## config.mk

```make
export PLATFORM = sky130hd
export DESIGN_NAME = pp_buffer_flat
export DESIGN_NICKNAME = d
export VERILOG_FILES = /design/src/rtl/pp_buffer_if.sv /design/src/rtl/pp_buffer.sv /design/src/flat_wrapper.sv
export SDC_FILE = /design/constraint.sdc
export NUM_CORES = 1
export LEC_CHECK = 0
export BUFFER_PORTS_ARGS = -buffer_cell sky130_fd_sc_hd__buf_2
export CAP_MARGIN = 20
export CORE_MARGIN = 2
export CORE_UTILIZATION = 60
export CTS_CLUSTER_DIAMETER = 30
export DETAILED_ROUTE_END_ITERATION = 16
export PLACE_DENSITY = 0.89
export SYNTH_ARGS = -nofsm -noshare
export SYNTH_HDL_FRONTEND = slang
export SYNTH_SLANG_ARGS = --single-unit
```

## constraint.sdc

```tcl
create_clock -name clk -period 2.7 [get_ports clk]
set_input_delay 0.135 -clock clk [delete_from_list [all_inputs] [get_ports clk]]
set_output_delay 0.135 -clock clk [all_outputs]
set_load 0.05 [all_outputs]
```

## src/rtl/pp_buffer_if.sv

```systemverilog
// Byte-stream port bundle for the ping-pong buffer.
// Handshake: the producer presents `in` with `in_vaild` for a single cycle
// and the word is taken at that edge if a bank is free (otherwise dropped).
// The consumer raises `busy` to stall. `out_vaild` marks a fresh `out` word
// for exactly one cycle, and `out` holds its value between words.
interface pp_buffer_if #(
  parameter int WIDTH = 8
);
  logic             in_vaild;
  logic             busy;
  logic [WIDTH-1:0] in;
  logic             out_vaild;
  logic [WIDTH-1:0] out;

  // Producer/consumer side: drives write data and back-pressure.
  modport master (
    output in_vaild,
    output busy,
    output in,
    input  out_vaild,
    input  out
  );

  // Buffer side.
  modport slave (
    input  in_vaild,
    input  busy,
    input  in,
    output out_vaild,
    output out
  );
endinterface

```

## src/rtl/pp_buffer.sv

```systemverilog
// Ping-pong byte stream buffer. The writer fills one bank while the reader
// drains the other. A bank belongs to the writer while its full flag is
// clear and to the reader while it is set. A one-cycle look-ahead on the
// reader's last word keeps the stream running at one word per cycle.
module pp_buffer #(
  parameter int WIDTH = 8,
  parameter int DEPTH = 8
) (
  input  logic        clk,
  input  logic        rst_n,
  pp_buffer_if.slave  bus
);

  localparam int AW = (DEPTH > 1) ? $clog2(DEPTH) : 1;
  typedef logic [AW-1:0] idx_t;
  localparam idx_t LAST = idx_t'(DEPTH - 1);

  // Storage is not reset; the full flags decide what is meaningful.
  logic [WIDTH-1:0] mem [2][DEPTH];

  logic [1:0] full;
  logic       wr_sel;
  idx_t       wr_cnt;
  logic       rd_sel;
  idx_t       rd_cnt;

  logic       wr_fire;
  logic       wr_last;
  logic       rd_fire;
  logic       rd_last;
  logic       other_free;
  logic       wr_swap;
  logic [1:0] full_next;

  // Decode the write/read events and the writer's bank-swap decision.
  always_comb begin
    wr_fire    = bus.in_vaild && !full[wr_sel];
    wr_last    = wr_fire && (wr_cnt == LAST);
    rd_fire    = full[rd_sel] && !bus.busy;
    rd_last    = rd_fire && (rd_cnt == LAST);
    // The other bank counts as free if it is empty now, or if the reader is
    // handing out its final word on this very edge.
    other_free = !full[~wr_sel] || (rd_last && (rd_sel == ~wr_sel));
    // Swap once the current bank is full (or fills on this edge).
    wr_swap    = (full[wr_sel] || wr_last) && other_free;
    full_next  = full;
    if (wr_last) full_next[wr_sel] = 1'b1;
    if (rd_last) full_next[rd_sel] = 1'b0;
  end

  // Write accepted words into the writer's bank.
  always_ff @(posedge clk) begin
    if (wr_fire) mem[wr_sel][wr_cnt] <= bus.in;
  end

  // Writer pointer, bank flags and bank selection.
  always_ff @(posedge clk or negedge rst_n) begin
    if (!rst_n) begin
      full   <= 2'b00;
      wr_sel <= 1'b0;
      wr_cnt <= '0;
    end else begin
      full <= full_next;
      if (wr_fire) wr_cnt <= wr_last ? '0 : wr_cnt + 1'b1;
      if (wr_swap) wr_sel <= ~wr_sel;
    end
  end

  // Reader pointer; it toggles banks after the last word of a bank.
  always_ff @(posedge clk or negedge rst_n) begin
    if (!rst_n) begin
      rd_sel <= 1'b0;
      rd_cnt <= '0;
    end else if (rd_fire) begin
      rd_cnt <= rd_last ? '0 : rd_cnt + 1'b1;
      if (rd_last) rd_sel <= ~rd_sel;
    end
  end

  // Registered output: one strobe per issued word, data held otherwise.
  always_ff @(posedge clk or negedge rst_n) begin
    if (!rst_n) begin
      bus.out_vaild <= 1'b0;
      bus.out       <= '0;
    end else begin
      bus.out_vaild <= rd_fire;
      if (rd_fire) bus.out <= mem[rd_sel][rd_cnt];
    end
  end

endmodule

```

## src/flat_wrapper.sv

```systemverilog
// flat-port wrapper written by rule: the top's interface ports become plain ports
module pp_buffer_flat 
#(
  parameter int WIDTH = 8,
  parameter int DEPTH = 8
)
  (clk, rst_n, bus_in_vaild, bus_busy, bus_in, bus_out_vaild, bus_out);
  pp_buffer_if #(.WIDTH(WIDTH)) bus_i ();
  input  logic clk;
  input  logic rst_n;
  input wire logic [$bits(bus_i.in_vaild)-1:0] bus_in_vaild;
  input wire logic [$bits(bus_i.busy)-1:0] bus_busy;
  input wire logic [$bits(bus_i.in)-1:0] bus_in;
  output wire logic [$bits(bus_i.out_vaild)-1:0] bus_out_vaild;
  output wire logic [$bits(bus_i.out)-1:0] bus_out;
  assign bus_i.in_vaild = bus_in_vaild;
  assign bus_i.busy = bus_busy;
  assign bus_i.in = bus_in;
  assign bus_out_vaild = bus_i.out_vaild;
  assign bus_out = bus_i.out;
  pp_buffer #(.WIDTH(WIDTH), .DEPTH(DEPTH)) u_core (.clk(clk), .rst_n(rst_n), .bus(bus_i));
endmodule
```

[Word-level counts from Yosys, hierarchy flattened]
Memories as Yosys holds them, arrays and structs flattened.
Cells that the tools add are included.
Storage, ports and cells
  bits in registers: 19
  memory bits (writable): 128
  input bits: 12
  output and inout port bits: 9
  logic and storage cells: 64
  memories kept: 1
Cells by class
  $add $sub $neg: 2
  magnitude comparators: 8
  eq/ne operators: 3
  mux-type cells: 21
  bitwise logic cells: 7
  reductions and logical operators: 15
Memory list
  u_core.mem: words 2, width 64, rd ports 1, clocked after Yosys merged registers in 0, wr ports 1, line pp_buffer.sv:19  | logic [WIDTH-1:0] mem [2][DEPTH];
Operator list (count)
  two-way mux 64 bit: 1
  binary-select mux 8 bit (select 3 bit): 1
  demux 8 bit (select 3 bit): 1
  two-way mux 8 bit: 3
  logical AND 1 bit: 9
  two-way mux 1 bit: 9
  >= comparator 4 bit, second input constant: 2
  NOT 3 -> 4 bit: 2
  adder 3 x 1 -> 3 bit, second input constant: 2
  == test 3 bit, second input constant: 2
  < comparator 1 x 2 -> 1 bit, second input constant: 3
  two-way mux 3 bit: 2
  < comparator 4 x 1 -> 1 bit, second input constant: 1
  two-way mux 2 bit: 2
  logical NOT 1 bit: 3
  AND 2 bit: 1
  demux 1 bit (select 1 bit): 2
  >= comparator 1 bit, second input constant: 2
  logical OR 1 bit: 2
  NOT 1 bit: 2
  NOT 2 bit: 1
  OR 2 bit: 1
  AND reduction 2 bit: 1
  == test 1 bit: 1

[Logic depth before layout (Yosys ltp)]
Gate-level depths: netlist of the first run.
  word-level depth: 8
  mapped depth: 7
  gate-level depth less buffers: 6

[Least setup slack after synthesis of the first run]
No wires, ideal clock.
  path kind: register to register
  start: register u_core.wr_sel
  end: memory u_core.mem[0][24] (netlist bit), enable pin
  library setup time: 0.395 ns
  arrival: 1.923 ns
  data required time: 2.305 ns
  slack: 0.382 ns
  cell stages (with the launch flop): 5
  buffers on the path: 1
  period minus slack after synthesis: 2.318 ns
  path through: dfrtp_1 -> clkbuf_1 -> mux2i_1 -> nand2_1 -> nor4_1
Between the ends
  longest elaborated chain between the ends: 6
Ends and longest elaborated chain
  start, declared: line pp_buffer.sv:22  | logic wr_sel;
  start signal, assigned: line pp_buffer.sv:65  | if (wr_swap) wr_sel <= ~wr_sel;
  two-way mux 1 bit (implied by the code) (2 in series): line pp_buffer.sv:37  | wr_fire = bus.in_vaild && !full[wr_sel];
  logical NOT 1 bit: line pp_buffer.sv:37
  logical AND 1 bit: line pp_buffer.sv:37
  two-way mux 1 bit: line pp_buffer.sv:53  | if (wr_fire) mem[wr_sel][wr_cnt] <= bus.in;
  two-way mux 64 bit (implied by the code): line pp_buffer.sv:53
  end, declared: line pp_buffer.sv:19
Several ways; a longest one is shown, not always the timed one. The select of a mux whose other input is x is not followed.

[Final worst setup path of the first run]
  start: register u_core.wr_sel
  end: memory u_core.mem[1][49] (netlist bit), enable pin
The elaborated chain is that of the path after synthesis.

==> impl_results.md, run 1 <==
* NumNets Final at roughly 360
* WL per Instance at 25.0 um
* Die height at 102 um
* Area of the multi-input gates at 1360 sq um
* I/O Pins at 21
* Part of the Yosys area used for sequential elements at 74.7%
* Final period util at 89.1%
* Kind of critical path: reg2reg
* # diodes at 0
* Slowest cell on crit path: nor2_1
* Initial DRC Count at 297
* Most common cell after layout, fill and taps aside: edfxtp_1
* Post-Synth Simple-Gate Area at 4.39%
* Length in cells of the worst reg-to-reg path at 4
* Die X at ~100 um
* Largest net degree at the start of global routing at 20
* Synthesized area at between 5000 and 6000 sq um
* Yosys warnings at 0
* Slew margin rel. at between 30 and 40%
* Clock Latency Late Sink at 0.52 ns
* Total CTS buffers at 17
* Initial antenna violation count at 0
* Setup Skew at 0.00895 ns
* Leakage at 2.40 nW
* WP depth at 4
* Adder-cell share of the synthesized area at less than 1%
* Critical Path Max Stage Delay at 0.77 ns
* MaxCap Viol Count at 0
* Clock Sinks at 147
* DRC violations left at 0
* Critical path arrival at ~2.6 ns
* H-tree depth at 4
* Hold WC Path Type: in2async
* Final core occ at 73.0%
* WP buf/inv at 0
* Layout area overhead at 17.2%
* Worst IR drop on VDD at 0.684 mV
* Post-Synth XOR/XNOR Area at less than 1%
* Net Count, Synth at 311
* Register area at 4320 sq um
* Post-synthesis compound-gate area fraction at 3.51%
* Total number of vias at between 3000 and 4000
* CTS tree: done
* Commonest non-fill, non-tap cells in the layout: edfxtp_1, mux4_2, buf_2
* DP Wirelength at 7240 um
* Final setup fails at 0
* Die footprint at 10400 sq um
* Final Slew Violations at 0
* Clock tree buffer depth at 2
* Total GRT Usage at 26.0%
* Clk slew on worst S/H paths at 0.07 ns
* PwrDens at 1080 nW/um^2
* Main combinational cell family by area after synthesis: multiplexers
* Antenna-violating nets left at 0
* Port Buffer Count at 20
* Post-Route WL at 12200 um
* RePlAce Congestion at 0.816
* CTS Root Cell: clkbuf_8
* Post-synth ARST share at 12.9%
* Slew @ Worst Pin at 0.951 ns
* Worst-path cell chain: mux2i_1, and2_1, nand3b_1, nor2_1
* Reg2reg end: u_core.mem[1][49]
* Cell count after synthesis at 295
* Synth top area cells: edfxtp_1, mux4_2, dfrtp_1
* Via/cell ratio at between 6 and 7
* CP top delay family: simple AND/OR/NAND/NOR gates
* FILL cells at 530
* Post-synth top area share at between 60% and 70%
* Crit path capture type: flip-flop
* Status: complete, no violations
* Setup TNS at 0 ns
* Post-route minimum period at 2.41 ns
* Fmax at about 0.42 GHz
* Fraction of layout instances using a drive strength above 1 at 29.0%
* Mux cell area share after synthesis at about 14%
* Hold Fails Final Rpt at 0
* Post-synth cell types at 34
* First-pass GRT wire length at between 15000 and 20000 um
* Initial core utilization at 62.3%
* Worst Setup Start Kind: flip-flop
* Vias in the first global route at 3194
* Avg Synthesized Cell Area at 19.6 sq um
* Reg2reg setup slack at just under 0.3 ns
* Primary FF master, synth: edfxtp_1
* Post-synth EDFFs at between 100 and 150
* CORE AREA at just over 9000 sq um
* Worst Path Required at 2.84 ns
* Flops & latches, synth at around 150
* DR pass1 iterations at 5
* Unrepaired setup endpoints after global routing: false
* GRT overflow at 0
* RR Startpoint: u_core.wr_sel
* Crit Path Max Fanout at 9
* Row count at 35
* Synth area leader: edfxtp_1
-- timing repair --
| action | in CTS | in global routing |
|---|---|---|
| setup endpoints to repair | 0 | 0 |
| setup buffers | 0 | 0 |
| hold endpoints to repair | 149 | 0 |
| hold buffers | 11 | 0 |
| gates resized for setup | 0 | 0 |
-- sequential cells by signal (all words and copies together) (netlist names) --
signal,flops
u_core.bus.out,8
u_core.bus.out_vaild,1
u_core.full,2
u_core.mem,128
u_core.rd_cnt,3
u_core.rd_sel,1
u_core.wr_cnt,3
u_core.wr_sel,1
-- metal layers --
layer | GRT usage [%] | routed length, um | vias to the layer above
met1 | 32.9 | 4610 | 1586
met4 | 12.6 | 388 | 0
met2 | 42.9 | 6450 | 144
met5 | 0 | 0 | -
li1 | - | - | 1302
met3 | 6.29 | 768 | 29
-- stage by stage --
stage | hold slack, ns | worst slack (ns) | total power, mW | instances | instance area (sq um)
6_report | 0.108 | 0.294 | 7.28 | 488 | 6770
5_1_grt | 0.162 | 0.110 | 7.54 | 488 | 6770
4_1_cts | 0.0781 | 0.315 | 7.32 | 488 | 6770
3_5_place_dp | 0.122 | 0.329 | 4.89 | 445 | 6070
3_3_place_gp | 0.104 | 0.511 | 4.81 | 445 | 6070
2_1_floorplan | -0.161 | 0.382 | 4.46 | 295 | 5780
-- Yosys cell counts (6+ instances only) --
cell type  instances
a21o_1             6
buf_2              6
dfrtp_1           19
edfxtp_1         128
mux2i_1           10
mux4_2            30
nand2_1           17
nor2_1            17
o22ai_1            8
-- power breakdown --
group / internal (mW) / total [mW] / switching, mW
clock: 1.42 / 2.35 / 0.935
sequential: 2.76 / 3.05 / 0.290
combinational: 0.798 / 1.88 / 1.08
total: 4.98 / 7.28 / 2.30
-- kinds of logic after synthesis --
kind of cell	after synthesis
DFF	147
and+or+nand+nor	54
muxes	42
AOI/OAI and AO/OA	29
buffers and inverters	18
adders and majority gates	4
xor gates and xnor gates	1
-- worst max path at each step --
stage,from,slack [ns],endpoint
2_1_floorplan,u_core.wr_sel,0.38,u_core.mem[0][24]
3_3_place_gp,u_core.wr_sel,0.51,u_core.mem[0][48]
3_5_place_dp,u_core.wr_sel,0.33,u_core.mem[1][49]
4_1_cts,u_core.wr_sel,0.32,u_core.mem[1][53]
5_1_grt,u_core.wr_sel,0.11,u_core.mem[1][55]
6_report,u_core.wr_sel,0.29,u_core.mem[1][49]
-- cell type report --
type	instances	area share [%]
Clock buffer	18	6.17
Clock inverter	14	2.60
Inverter	3	0.166
Multi-Input combinational cell	130	20.0
Sequential cell	147	63.8
Tap cell	129	2.38
Timing Repair Buffer	47	4.88
(Power assumes the default switching activity.)
==> run 2, diff against run 1 <==
--- a/config.mk
+++ b/config.mk
@@ -5,13 +5,14 @@
 export SDC_FILE = /design/constraint.sdc
 export NUM_CORES = 1
 export LEC_CHECK = 0
+export ABC_AREA = 1
 export BUFFER_PORTS_ARGS = -buffer_cell sky130_fd_sc_hd__buf_2
 export CAP_MARGIN = 20
 export CORE_MARGIN = 2
 export CORE_UTILIZATION = 60
 export CTS_CLUSTER_DIAMETER = 30
 export DETAILED_ROUTE_END_ITERATION = 16
-export PLACE_DENSITY = 0.89
+export PLACE_DENSITY = 0.88
 export SYNTH_ARGS = -nofsm -noshare
 export SYNTH_HDL_FRONTEND = slang
 export SYNTH_SLANG_ARGS = --single-unit
==> impl_results.md, run 2 <==
* Status: complete, no violations
* CP top delay family: flip-flops
* Unrepaired setup endpoints after global routing: false
* Top reg by flops: u_core.mem
* Total CTS buffers at 17 (unchanged)
* Primary FF master, synth: edfxtp_1
* Length in cells of the worst reg-to-reg path at 6 (+2)
* Via/cell ratio at 5.87 (-6.4%)
* Final period util at 85.2% (-3.9 points)
* MaxCap Viol Count at 0 (unchanged)
* Total GRT Usage at 29.4% (+3.4 points)
* Die height at 107 um (+4.9%)
* Post-cts gate resize count at 0 (unchanged)
* Reg2reg end: u_core.bus.out[0]
* Reg2reg setup slack at 0.40 ns (+0.11 ns)
* Slowest cell on crit path: dfrtp_1
* Final Slew Violations at 0 (unchanged)
* Avg Synthesized Cell Area at 10.0 sq um (-49%)
* Total number of vias at 4799 (+57%)
* # diodes at 0 (unchanged)
* Die X at 107 um (+4.9%)
* DR pass1 iterations at 6 (+1)
* Synthesized area at 6380 sq um (+10%)
* Crit path capture type: flip-flop
* Largest net degree at the start of global routing at 68 (+240%)
* Antenna-violating nets left at 0 (unchanged)
* RR Startpoint: u_core.rd_cnt[1]
* WP buf/inv at 1 (+1)
* Worst Setup Start Kind: flip-flop
* Port Buffer Count at 20 (unchanged)
* Worst Path Required at 3.17 ns (+0.33 ns)
* Crit Path Max Fanout at 18 (+9)
* Initial antenna violation count at 0 (unchanged)
* Setup TNS at 0 ns (unchanged)
* Synth top area cells: edfxtp_1, nand2_1, nand3_1
* Clock Latency Late Sink at 0.53 ns (about the same)
* Clock tree buffer depth at 2 (unchanged)
* Post-Route WL at 16000 um (+31%)
* Clk slew on worst S/H paths at 0.07 ns (about the same)
* Post-synth top area share at 60.2% (-6.2 points)
* Worst slack at placement at 0.629 ns (+0.300 ns)
* Critical Path Max Stage Delay at 0.79 ns (+0.02 ns)
* CTS Root Cell: clkbuf_8
* Commonest cells in the netlist: nand2_1, edfxtp_1, inv_1
* Vias in the first global route at 4657 (+46%)
* Top Registers: u_core.mem (128), u_core.bus.out (8)
* Layout area overhead at 14.5%
* Worst-path cell chain: clkinv_1, nand3_1, nand3_1, nand2_1, nand2_1, nand2_1
* Hold Path Stages at 1
* Hold path start: bus_in[6]
* DP Wirelength at 9260 um (+28%)
* Cell count after synthesis at 636 (+120%)
* Slew @ Worst Pin at 0.745 ns (-0.206 ns)
* GRT overflow at 0 (unchanged)
* Post-CTS Setup Repair Bufs at 0 (unchanged)
* Worst Hold Path EP: u_core.mem[0][22]
* Fraction of layout instances using a drive strength above 1 at 11.0% (-18 points)
* Setup Skew at 0.0105 ns (+0.00153 ns)
* CORE AREA at 10300 sq um (+11%)
* Leakage at 3.27 nW (+36%)
* Initial core utilization at 61.8% (-0.47 points)
* Fmax at 0.435 GHz (+4.6%)
* Worst setup margin at 0.401 ns (+0.106 ns)
* Hold-fix buffers, CTS at 1 (-10)
* Hold Fails Final Rpt at 0 (unchanged)
* Part of the Yosys area used for sequential elements at 67.7% (-7.0 points)
* Net Count, Synth at 652 (+110%)
* Initial DRC Count at 860 (+190%)
* Most used cell, CP: nand2_1
* CP Launch Point: u_core.rd_cnt[1]
* Flops & latches, synth at 147 (unchanged)
* Post-synth EDFFs at 128 (unchanged)
* RePlAce Congestion at 0.927 (+14%)
* Critical path arrival at 2.76 ns (+0.21 ns)
* Slew margin rel. at 50.3% (+14 points)
* H-tree depth at 4 (unchanged)
* Area of the multi-input gates at 1510 sq um (+11%)
* Clock Sinks at 147 (unchanged)
* Die footprint at 11500 sq um (+9.9%)
* CTS tree: done
* FILL cells at 644 (+22%)
* Row count at 37 (+5.7%)
* Yosys warnings at 0 (unchanged)
* Synth area leader: edfxtp_1
* Worst IR drop on VDD at 0.611 mV (-11%)
* Most common cell after layout, fill and taps aside: nand2_1
* PwrDens at 1110 nW/um^2 (+3.0%)
* Hold WC Path Type: in2reg
* Final setup fails at 0 (unchanged)
* Commonest non-fill, non-tap cells in the layout: nand2_1, edfxtp_1, inv_1
* Most frequent cell after synthesis: nand2_1
* I/O Pins at 21 (unchanged)
* Kind of critical path: reg2reg
* First-pass GRT wire length at 24700 um (+34%)
* Post-synth ARST share at 12.9% (unchanged)
* WL per Instance at 19.5 um (-22%)
* Max reg flops at 128 (unchanged)
* Register area at 4320 sq um (unchanged)
* DRC violations left at 0 (unchanged)
* Post-route minimum period at 2.30 ns (-0.106 ns)
* Post-synth cell types at 17 (-50%)
* NumNets Final at 684 (+89%)
[run 2: worst reg2reg max path, cell delays in order (launching register included)]
cell,delay [ns]
dfrtp_1,0.79
clkinv_1,0.69
nand3_1,0.39
nand3_1,0.13
nand2_1,0.10
nand2_1,0.06
nand2_1,0.08
[run 2: kinds of logic after synthesis]
family	synth area share, %
AOI/OAI and AO/OA	0.784
buffers and inverters	8.67
and+or+nand+nor	22.1
adders and majority gates	0.784
DFF	67.7
[run 2: worst max path at each step]
stage	endpoint	cells past startpoint
after floorplan	u_core.mem[0][24]	5
after global placement	u_core.bus.out[0]	6
after detailed placement	u_core.bus.out[0]	6
after CTS	u_core.rd_cnt[1]	7
after global routing	u_core.rd_cnt[1]	7
final	u_core.bus.out[0]	6
[run 2: where the power goes]
| group | internal (mW) | total (mW) | switching [mW] |
|---|---|---|---|
| Sequential | 2.75 | 2.98 | 0.227 |
| Clock | 1.46 | 2.48 | 1.02 |
| Combinational | 0.699 | 2.63 | 1.93 |
[run 2: final cells by class]
class	count	area share [%]
sequential	147	59.2
multi-input combinational	350	20.6
timing repair buffer	42	3.67
clock buffer	17	5.67
inverter	110	5.65
clock inverter	15	2.88
tap	136	2.33
[run 2: layer usage]
layer	vias up	share of wire [%]	global-route usage, %
li1	2117	-	-
met1	2248	36	39.2
met2	357	48	46.2
met3	77	12	6.93
met4	0	4.0	13.2
met5	-	0	0
[run 2: metrics by stage]
stage / util (%) / instance area, sq um / hold slack [ns] / std cells / total power, mW
final: 70.7 / 7300 / 0.0585 / 817 / 8.09
after global placement: 64.6 / 6670 / 0.0785 / 784 / 5.33
after floorplan: - / 6380 / -0.161 / 636 / 4.74
after global routing: 70.7 / 7300 / 0.0512 / 817 / 8.40
after CTS: 70.7 / 7300 / 0.0502 / 817 / 8.00
after detailed placement: 64.6 / 6670 / 0.0999 / 784 / 5.45
